File: config.mk
export PLATFORM = sky130hd
export DESIGN_NAME = divider_nonrestoring
export DESIGN_NICKNAME = d
export VERILOG_FILES = /design/src/rtl/divider_nonrestoring.sv
export SDC_FILE = /design/constraint.sdc
export NUM_CORES = 1
export LEC_CHECK = 0
export BUFFER_PORTS_ARGS = -buffer_cell sky130_fd_sc_hd__buf_2
export CAP_MARGIN = 15
export CORE_ASPECT_RATIO = 0.8
export CORE_UTILIZATION = 44
export CTS_CLUSTER_SIZE = 24
export DETAILED_ROUTE_END_ITERATION = 6
export SLEW_MARGIN = 20
export SYNTH_ARGS = -nofsm -noshare
export SYNTH_HDL_FRONTEND = slang
export SYNTH_SLANG_ARGS = --single-unit
File: constraint.sdc
create_clock -name clock -period 5.96 [get_ports clock]
set_clock_uncertainty 0.2 [all_clocks]
set_input_delay 0.298 -clock clock [delete_from_list [all_inputs] [get_ports clock]]
set_output_delay 0.298 -clock clock [all_outputs]
set_load 0.02 [all_outputs]
File: src/rtl/divider_nonrestoring.sv
// rtl/divider_nonrestoring.sv - sequential non-restoring divider, one quotient bit per clock; DIVIDER_SIGNED_EN selects two's complement operands
module divider_nonrestoring #(
    parameter int data_length = 6
) (
    input  logic                   clock,
    input  logic                   reset,
    input  logic                   start,
    input  logic [data_length-1:0] dividend,
    input  logic [data_length-1:0] divisor,
    output logic [data_length-1:0] quotient,
    output logic [data_length-1:0] remainder,
    output logic                   ready,
    output logic                   div_by_zero,
    output logic                   ovf
);
    localparam int N  = data_length;
    localparam int CW = (N > 1) ? $clog2(N) : 1;
    localparam logic [CW-1:0] LAST = CW'(N - 1);

    typedef enum logic [2:0] {IDLE, PREP, ITER, CORRECT, DONE} state_t;

    state_t        state;
    logic [N-1:0]  dvd_r;      // captured dividend (raw bits)
    logic [N-1:0]  dvs_r;      // captured divisor (raw bits)
    logic [N-1:0]  d_r;        // divisor magnitude used by the iterations
    logic [N:0]    rem_r;      // signed partial remainder
    logic [N-1:0]  q_r;        // dividend shifting out / quotient shifting in
    logic [CW-1:0] count;

    logic [N:0]    r_shift;
    logic [N:0]    r_next;
    logic [N-1:0]  q_next;
    logic [N:0]    r_fix;
    logic [N-1:0]  dvd_mag;
    logic [N-1:0]  dvs_mag;
    logic [N-1:0]  q_out;
    logic [N-1:0]  rem_out;
    logic          ovf_calc;

    // One non-restoring step: shift {R,Q}, add or subtract D by the old sign, record ~sign.
    // Intermediates may wrap in N+1 bits; the post-step value always lies in [-D, D).
    always_comb begin
        r_shift = {rem_r[N-1:0], q_r[N-1]};
        if (rem_r[N])
            r_next = r_shift + {1'b0, d_r};
        else
            r_next = r_shift - {1'b0, d_r};
        q_next = {q_r[N-2:0], ~r_next[N]};
        r_fix  = rem_r[N] ? (rem_r + {1'b0, d_r}) : rem_r;
    end

    // Operand magnitudes and final sign application; unsigned build passes raw values through.
    always_comb begin
`ifdef DIVIDER_SIGNED_EN
        dvd_mag  = dvd_r[N-1] ? (-dvd_r) : dvd_r;
        dvs_mag  = dvs_r[N-1] ? (-dvs_r) : dvs_r;
        q_out    = (dvd_r[N-1] ^ dvs_r[N-1]) ? (-q_r) : q_r;
        rem_out  = dvd_r[N-1] ? (-r_fix[N-1:0]) : r_fix[N-1:0];
        ovf_calc = (dvd_r == {1'b1, {(N-1){1'b0}}}) && (dvs_r == {N{1'b1}});
`else
        dvd_mag  = dvd_r;
        dvs_mag  = dvs_r;
        q_out    = q_r;
        rem_out  = r_fix[N-1:0];
        ovf_calc = 1'b0;
`endif
    end

    // Control FSM with registered results and a one-cycle ready pulse on entry to DONE.
    always_ff @(posedge clock) begin
        if (reset) begin
            state       <= IDLE;
            dvd_r       <= '0;
            dvs_r       <= '0;
            d_r         <= '0;
            rem_r       <= '0;
            q_r         <= '0;
            count       <= '0;
            quotient    <= '0;
            remainder   <= '0;
            ready       <= 1'b0;
            div_by_zero <= 1'b0;
            ovf         <= 1'b0;
        end else begin
            ready <= 1'b0;
            case (state)
                IDLE: begin
                    if (start) begin
                        dvd_r       <= dividend;
                        dvs_r       <= divisor;
                        div_by_zero <= 1'b0;
                        ovf         <= 1'b0;
                        state       <= PREP;
                    end
                end
                PREP: begin
                    if (dvs_r == '0) begin
                        quotient    <= '1;
                        remainder   <= dvd_r;
                        div_by_zero <= 1'b1;
                        ovf         <= 1'b0;
                        ready       <= 1'b1;
                        state       <= DONE;
                    end else begin
                        d_r   <= dvs_mag;
                        q_r   <= dvd_mag;
                        rem_r <= '0;
                        count <= '0;
                        state <= ITER;
                    end
                end
                ITER: begin
                    rem_r <= r_next;
                    q_r   <= q_next;
                    count <= count + 1'b1;
                    if (count == LAST)
                        state <= CORRECT;
                end
                CORRECT: begin
                    quotient    <= q_out;
                    remainder   <= rem_out;
                    ovf         <= ovf_calc;
                    div_by_zero <= 1'b0;
                    ready       <= 1'b1;
                    state       <= DONE;
                end
                DONE: begin
                    state <= IDLE;
                end
                default: begin
                    state <= IDLE;
                end
            endcase
        end
    end
endmodule

; After elaboration in Yosys (flattened, before gate mapping)
; Index checks and enable logic that the tools add are counted.
[word_totals]
reg_bits = 52
latch_bits = 0
ram_bits = 0
romBits = 0
inputBits = 15
out_inout_bits = 15
elab_cells = 60
mem_count = 0
[op_classes]
addsub = 4
n_mul = 0
div = 0
order_cmp = 0
n_eq_ne = 8
shift = 0
n_mux = 23
bitwise = 2
n_reduce_logical = 11
[ops]
columns = op, n
row1 = case mux 6 bit (2 select lines), 3
row2 = two-way mux 6 bit, 4
row3 = two-way mux 7 bit, 2
row4 = case mux 7 bit (2 select lines), 1
row5 = two-way mux 3 bit, 4
row6 = case mux 3 bit (4 select lines), 1
row7 = AND reduction 2 bit, 5
row8 = inequality test 2 bit (second input constant), 4
row9 = adder 7 x 6 -> 7 bit, 1
row10 = subtractor 7 x 6 -> 7 bit, 1
row11 = adder 6 bit, 1
row12 = equality test 3 x 2 -> 1 bit (second input constant), 2
row13 = logical NOT 6 bit, 1
row14 = case mux 1 bit (3 select lines), 2
row15 = case mux 3 bit (2 select lines), 1
row16 = two-way mux 1 bit, 4
row17 = nonzero test 2 bit, 2
row18 = adder 3 x 1 -> 3 bit (second input constant), 1
row19 = equality test 3 x 1 -> 1 bit (second input constant), 1
row20 = equality test 3 bit (second input constant), 1
row21 = logical NOT 3 bit, 1
row22 = AND reduction 3 bit, 1
row23 = nonzero test 3 bit, 1
row24 = NOT 1 bit, 2
row25 = case mux 1 bit (2 select lines), 1

; Longest topological paths before layout
[depth]
ltp_word = 4
ltp_mapped = 10
ltp_nobuf = 10

; Worst setup path after synthesis
; OpenSTA, ideal clock, no wires.
[synth_timing]
path_kind = flip-flop to flip-flop
from = reg rem_r[6]
to = reg rem_r[5]
setup_time_ns = 0.117
t_arrival_ns = 2.206
t_required_ns = 5.643
setup_slack_ns = 3.437
stages_incl_launch_ff = 10
path_buffers = 2
synth_period_minus_slack_ns = 2.523
cell_sequence = dfxtp_1 -> clkbuf_1 -> clkbuf_1 -> mux2_2 -> ha_1 -> a211oi_1 -> o21ai_0 -> a21oi_1 -> xnor2_1 -> a22o_1
[synth_between]
elab_chain_cells = 2
[synth_lines]
columns = element, line_no
row1 = from (decl), 26  ; logic [N:0] rem_r;
row2 = from (signal assigned), 113  ; rem_r <= r_next;
row3 = two-way mux 7 bit, 44  ; if (rem_r[N])
row4 = case mux 7 bit (2 select lines), 86  ; case (state)
; Every way passes these cells.
; A chain may end at the register's enable or synchronous reset.

; Final worst setup path
; Ends and elaborated chain as after synthesis.

==> results.md <==
Synth:
- The compound-cell area share of the yosys netlist is 23.17%.
- The commonest register cell after synthesis is sky130_fd_sc_hd__dfxtp_1.
- The area share of xor/xnor cells in the synthesized design is 4.054%.
- The cell count after synthesis is 298.
- Of the total synthesized cell area, the portion taken by AND, OR, NAND and NOR gates is 19.16%.
- The number of flops mapped to enable cells by yosys is 0.
- Averaged over all synthesized cells, the footprint is 8.700 um^2.
- Sequential elements use 39.38% of the synthesized area.
- By area, the combinational part of the netlist is dominated by compound AO/OA/AOI/OAI gates.
- Yosys printed 0 warnings.
- The portion of synthesized area spent on multiplexers is 1.207%.
- The count of cell types in the netlist is 51.
- After synthesis, the share of flip-flops with an asynchronous set or reset is 0%.
- The flip-flop and latch count after synthesis is 51.
- The post-synth design cell area is 2592 um^2.
- Synthesis produced a netlist with a net count of 329.
- Of the total synthesized cell area, the portion taken by full adders, half adders and majority gates is 8.301%.

Layout:
- Counting the fill cells in the layout gives 545.
- The top cell types in the final layout, fill and taps aside, are sky130_fd_sc_hd__dfxtp_1 (51), sky130_fd_sc_hd__nand2_1 (47), sky130_fd_sc_hd__a21oi_1 (29), sky130_fd_sc_hd__buf_2 (28), sky130_fd_sc_hd__nor2_1 (25).
- After the last flow step, the layout net total stands at 348.
- Leaving out fill and tap cells, the most frequent cell in the layout is sky130_fd_sc_hd__dfxtp_1.
- In the final layout, the share of cells above drive strength 1 is 15.77%.
- The layout overhead on the synthesized area is 10.14%.
- The number of antenna diodes in the final layout is 0.

Detailed routing:
- For this block, the routed nets add up to 5979 um of wire.
- In this run the remaining antenna-violating nets after routing total 0.
- The first detailed-routing pass ran for 4 iterations.
- The number of design-rule violations left by the first detailed-router iteration is 172.
- The routed wire length per instance is 15.14 um.
- The remaining design rule violation count is 0.
- After detailed routing, the number of vias per cell comes to 5.463.
- Summing over every cut layer, the via total after detailed routing is 2158.

Setup path:
- At the worst endpoint, the arrival time is 2.57 ns.
- The critical path is of the flip-flop to flip-flop type.
- Of all nets on the critical path, the largest fanout is 15.
- The critical path goes through mux2_2, ha_1, a211oi_1, o21ai_0, a21oi_1, xnor2_1, a22o_1.
- The slowest stage of the critical path is the sky130_fd_sc_hd__dfxtp_1 cell.
- The worst stage delay on the critical path is 0.66 ns.
- The worst register-to-register path has a setup slack of 3.39 ns.
- The worst setup path is captured at a flip-flop.
- STA classifies the critical path startpoint as a flip-flop.
- At the worst endpoint, the required time is 5.96 ns.

Global route:
- The number of global-route vias before repair is 2032.
- The maximum number of pins on one net before global-route repair is 43.
- The total routing usage reported by global routing is 21.19%.
- The first-pass GRT wire length is 10230 um.
- The total congestion overflow is 0.
- The initial antenna violation count is 0.

Floorplanning:
- The core region is 5555 um^2.
- The number of placement rows is 24.
- During I/O placement, the number of pins put on the boundary was 30.
- The floorplan step set the die width to 87.82 um.
- The overall die area is 6205 um^2.
- The effective utilization at floorplan is 46.67%.
- The die is 70.66 um tall.

STA:
- The post-route clock period utilization is 43.13%.
- The transition time of the tightest slew-check pin is 1.044 ns.
- Setup repair after global routing left no endpoint under its margin.
- The final critical-path setup slack is 3.390 ns.
- The number of failing hold endpoints at the final stage is 0.
- The count of final max-slew check failures is 0.
- Static timing analysis puts the maximum clock frequency at 389.0 MHz.
- The number of endpoints failing setup at the final stage is 0.
- The minimum hold slack is 0.02089 ns.
- The normalized max-slew margin is 29.87%.
- Adding up every negative setup slack in the final design gives 0 ns.
- For the finished layout, the period the worst path requires is 2.570 ns.

Clock tree:
- Gates resized during post-CTS repair numbered 0.
- The count of hold-fix buffers inserted at cts is 0.
- The number of buffers inserted during clock tree synthesis is 5.
- The number of H-tree branching levels is 2.
- Once the clock tree was built, the setup fixing pass inserted 0 buffers.
- The clock-pin transition on the worst setup and hold timing paths is 0.10 ns.
- For the worst-skew pair, the clock arrives at the later sink with an insertion delay of 0.30 ns.
- The CTS tree is yes.
- The clock root buffer is sky130_fd_sc_hd__clkbuf_8.
- CTS saw 51 sinks.
- The maximum number of buffers from clock root to sink is 2.

Pwr:
- The clock network power share is 32.3%.
- The internal power summed over all cells is 526.8 uW.
- IR analysis of the VDD net gives a maximum drop of 0.1415 mV.
- The standby leakage power is 0.001174 uW.
- In this run switching power makes up 27.98% of total power.
- The part of the power in combinational logic is 15.7%.
- Dividing total power by cell area gives a power density of 256.2 nW/um^2.
- The power spent charging and discharging nets is 204.7 uW.
- Per report_power, the sequential group accounts for 52.0% of the total.

Place:
- At the placement stage, the worst setup path has a slack of 3.439 ns.
- Port buffering added 28 buffers.
- Detailed placement ended at an HPWL of 4347 um.
- At the end of routability-driven placement, the weighted congestion stood at 0.7849.

Job:
- Across the run, the number of max-cap violations was 0.

Run status:
- The run finished with clean final reports.

Hold path:
- In this run the worst hold path is classified as input port to flip-flop.
[sequential cells by signal, summed over array words and instances, names as in the netlist]
name	cells
div_by_zero	1
dvs_mag	6
quotient	6
rem_r	7
dvd_mag	6
ready	1
count	3
d_r	6
remainder	6
state	3
q_out	6
[stage by stage]
stage	instances	total power (uW)	instance area [um^2]	util, %
3_5_place_dp	388	502.7	2749	49.48
6_report	395	731.4	2855	51.40
5_1_grt	395	771.0	2855	51.40
2_1_floorplan	298	470.9	2592	-
4_1_cts	395	737.9	2855	51.40
3_3_place_gp	388	502.5	2749	49.48
[synthesized netlist by cell type (3+ instances only)]
master,instances,share of area (%)
sky130_fd_sc_hd__nor4_1,4,0.97
sky130_fd_sc_hd__a211oi_1,6,1.7
sky130_fd_sc_hd__clkbuf_1,11,1.6
sky130_fd_sc_hd__nor2_1,25,3.6
sky130_fd_sc_hd__xor2_1,6,2.0
sky130_fd_sc_hd__a21o_1,3,0.87
sky130_fd_sc_hd__a21oi_1,29,5.6
sky130_fd_sc_hd__dfxtp_1,51,39
sky130_fd_sc_hd__nor3_1,9,1.7
sky130_fd_sc_hd__nand2_1,47,6.8
sky130_fd_sc_hd__o221a_2,8,3.5
sky130_fd_sc_hd__inv_1,9,1.3
sky130_fd_sc_hd__nand3_1,4,0.77
sky130_fd_sc_hd__xnor2_1,6,2.0
sky130_fd_sc_hd__a31oi_1,4,0.97
sky130_fd_sc_hd__a22o_1,10,3.4
sky130_fd_sc_hd__o211ai_1,4,1.2
sky130_fd_sc_hd__nor2b_1,4,0.97
sky130_fd_sc_hd__o21ai_0,6,1.2
sky130_fd_sc_hd__ha_1,14,6.8
[layout make-up]
type                    count  area, um^2  area share, %
multi-input cells         221        1453          50.88
flip-flops and latches     51        1021          35.76
repair buffers             28       140.1          4.908
well taps                  78       97.59          3.418
clock buffers               5       68.82          2.410
clock inverters             2       37.54          1.315
inverters                  10       37.54          1.315
[cell families (layout without fill, tap and decap cells)]
kind of cell	Yosys count	after routing
DFF	51	51
muxes	3	3
xor gates and xnor gates	12	12
and+or+nand+nor	106	106
adders and majority gates	16	16
buffers and inverters	26	45
AOI/OAI and AO/OA	83	83
other	1	1
[power by group through the flow]
stage / Clock, uW / Sequential (uW) / Combinational, uW
after detailed placement: 0 / 388 / 115
after global placement: 0 / 388 / 115
after floorplan: 0 / 389 / 82.1
after global routing: 259 / 384 / 128
after CTS: 243 / 380 / 115
final: 236 / 380 / 115
[worst max-delay path: cells and delay by family, from the launching register on]
kind | cells | cell delay [ns]
AO/OA/AOI/OAI | 4 | 0.82
flip-flops | 1 | 0.66
multiplexers | 1 | 0.42
adder cells (fa/ha/maj) | 1 | 0.29
XOR/XNOR | 1 | 0.08
[path summary, 6_finish.rpt]
kind                              startpoint           end  cells after the start
worst min-delay path              divisor[4]    dvs_mag[4]                      3
worst max register to register      rem_r[6]      rem_r[5]                      7
worst max-delay path                rem_r[6]      rem_r[5]                      7
worst min register to register  remainder[1]  remainder[1]                      2
[metal layers]
metal	vias up	GRT usage [%]	part of all wire (%)	wire (um)
li1	1102	-	-	-
met1	995	32.29	52	3085
met2	57	30.92	43	2542
met3	4	5.018	5.5	329
met4	0	2.732	0.35	21
met5	-	0	0	0
(Power assumes the default switching activity.)
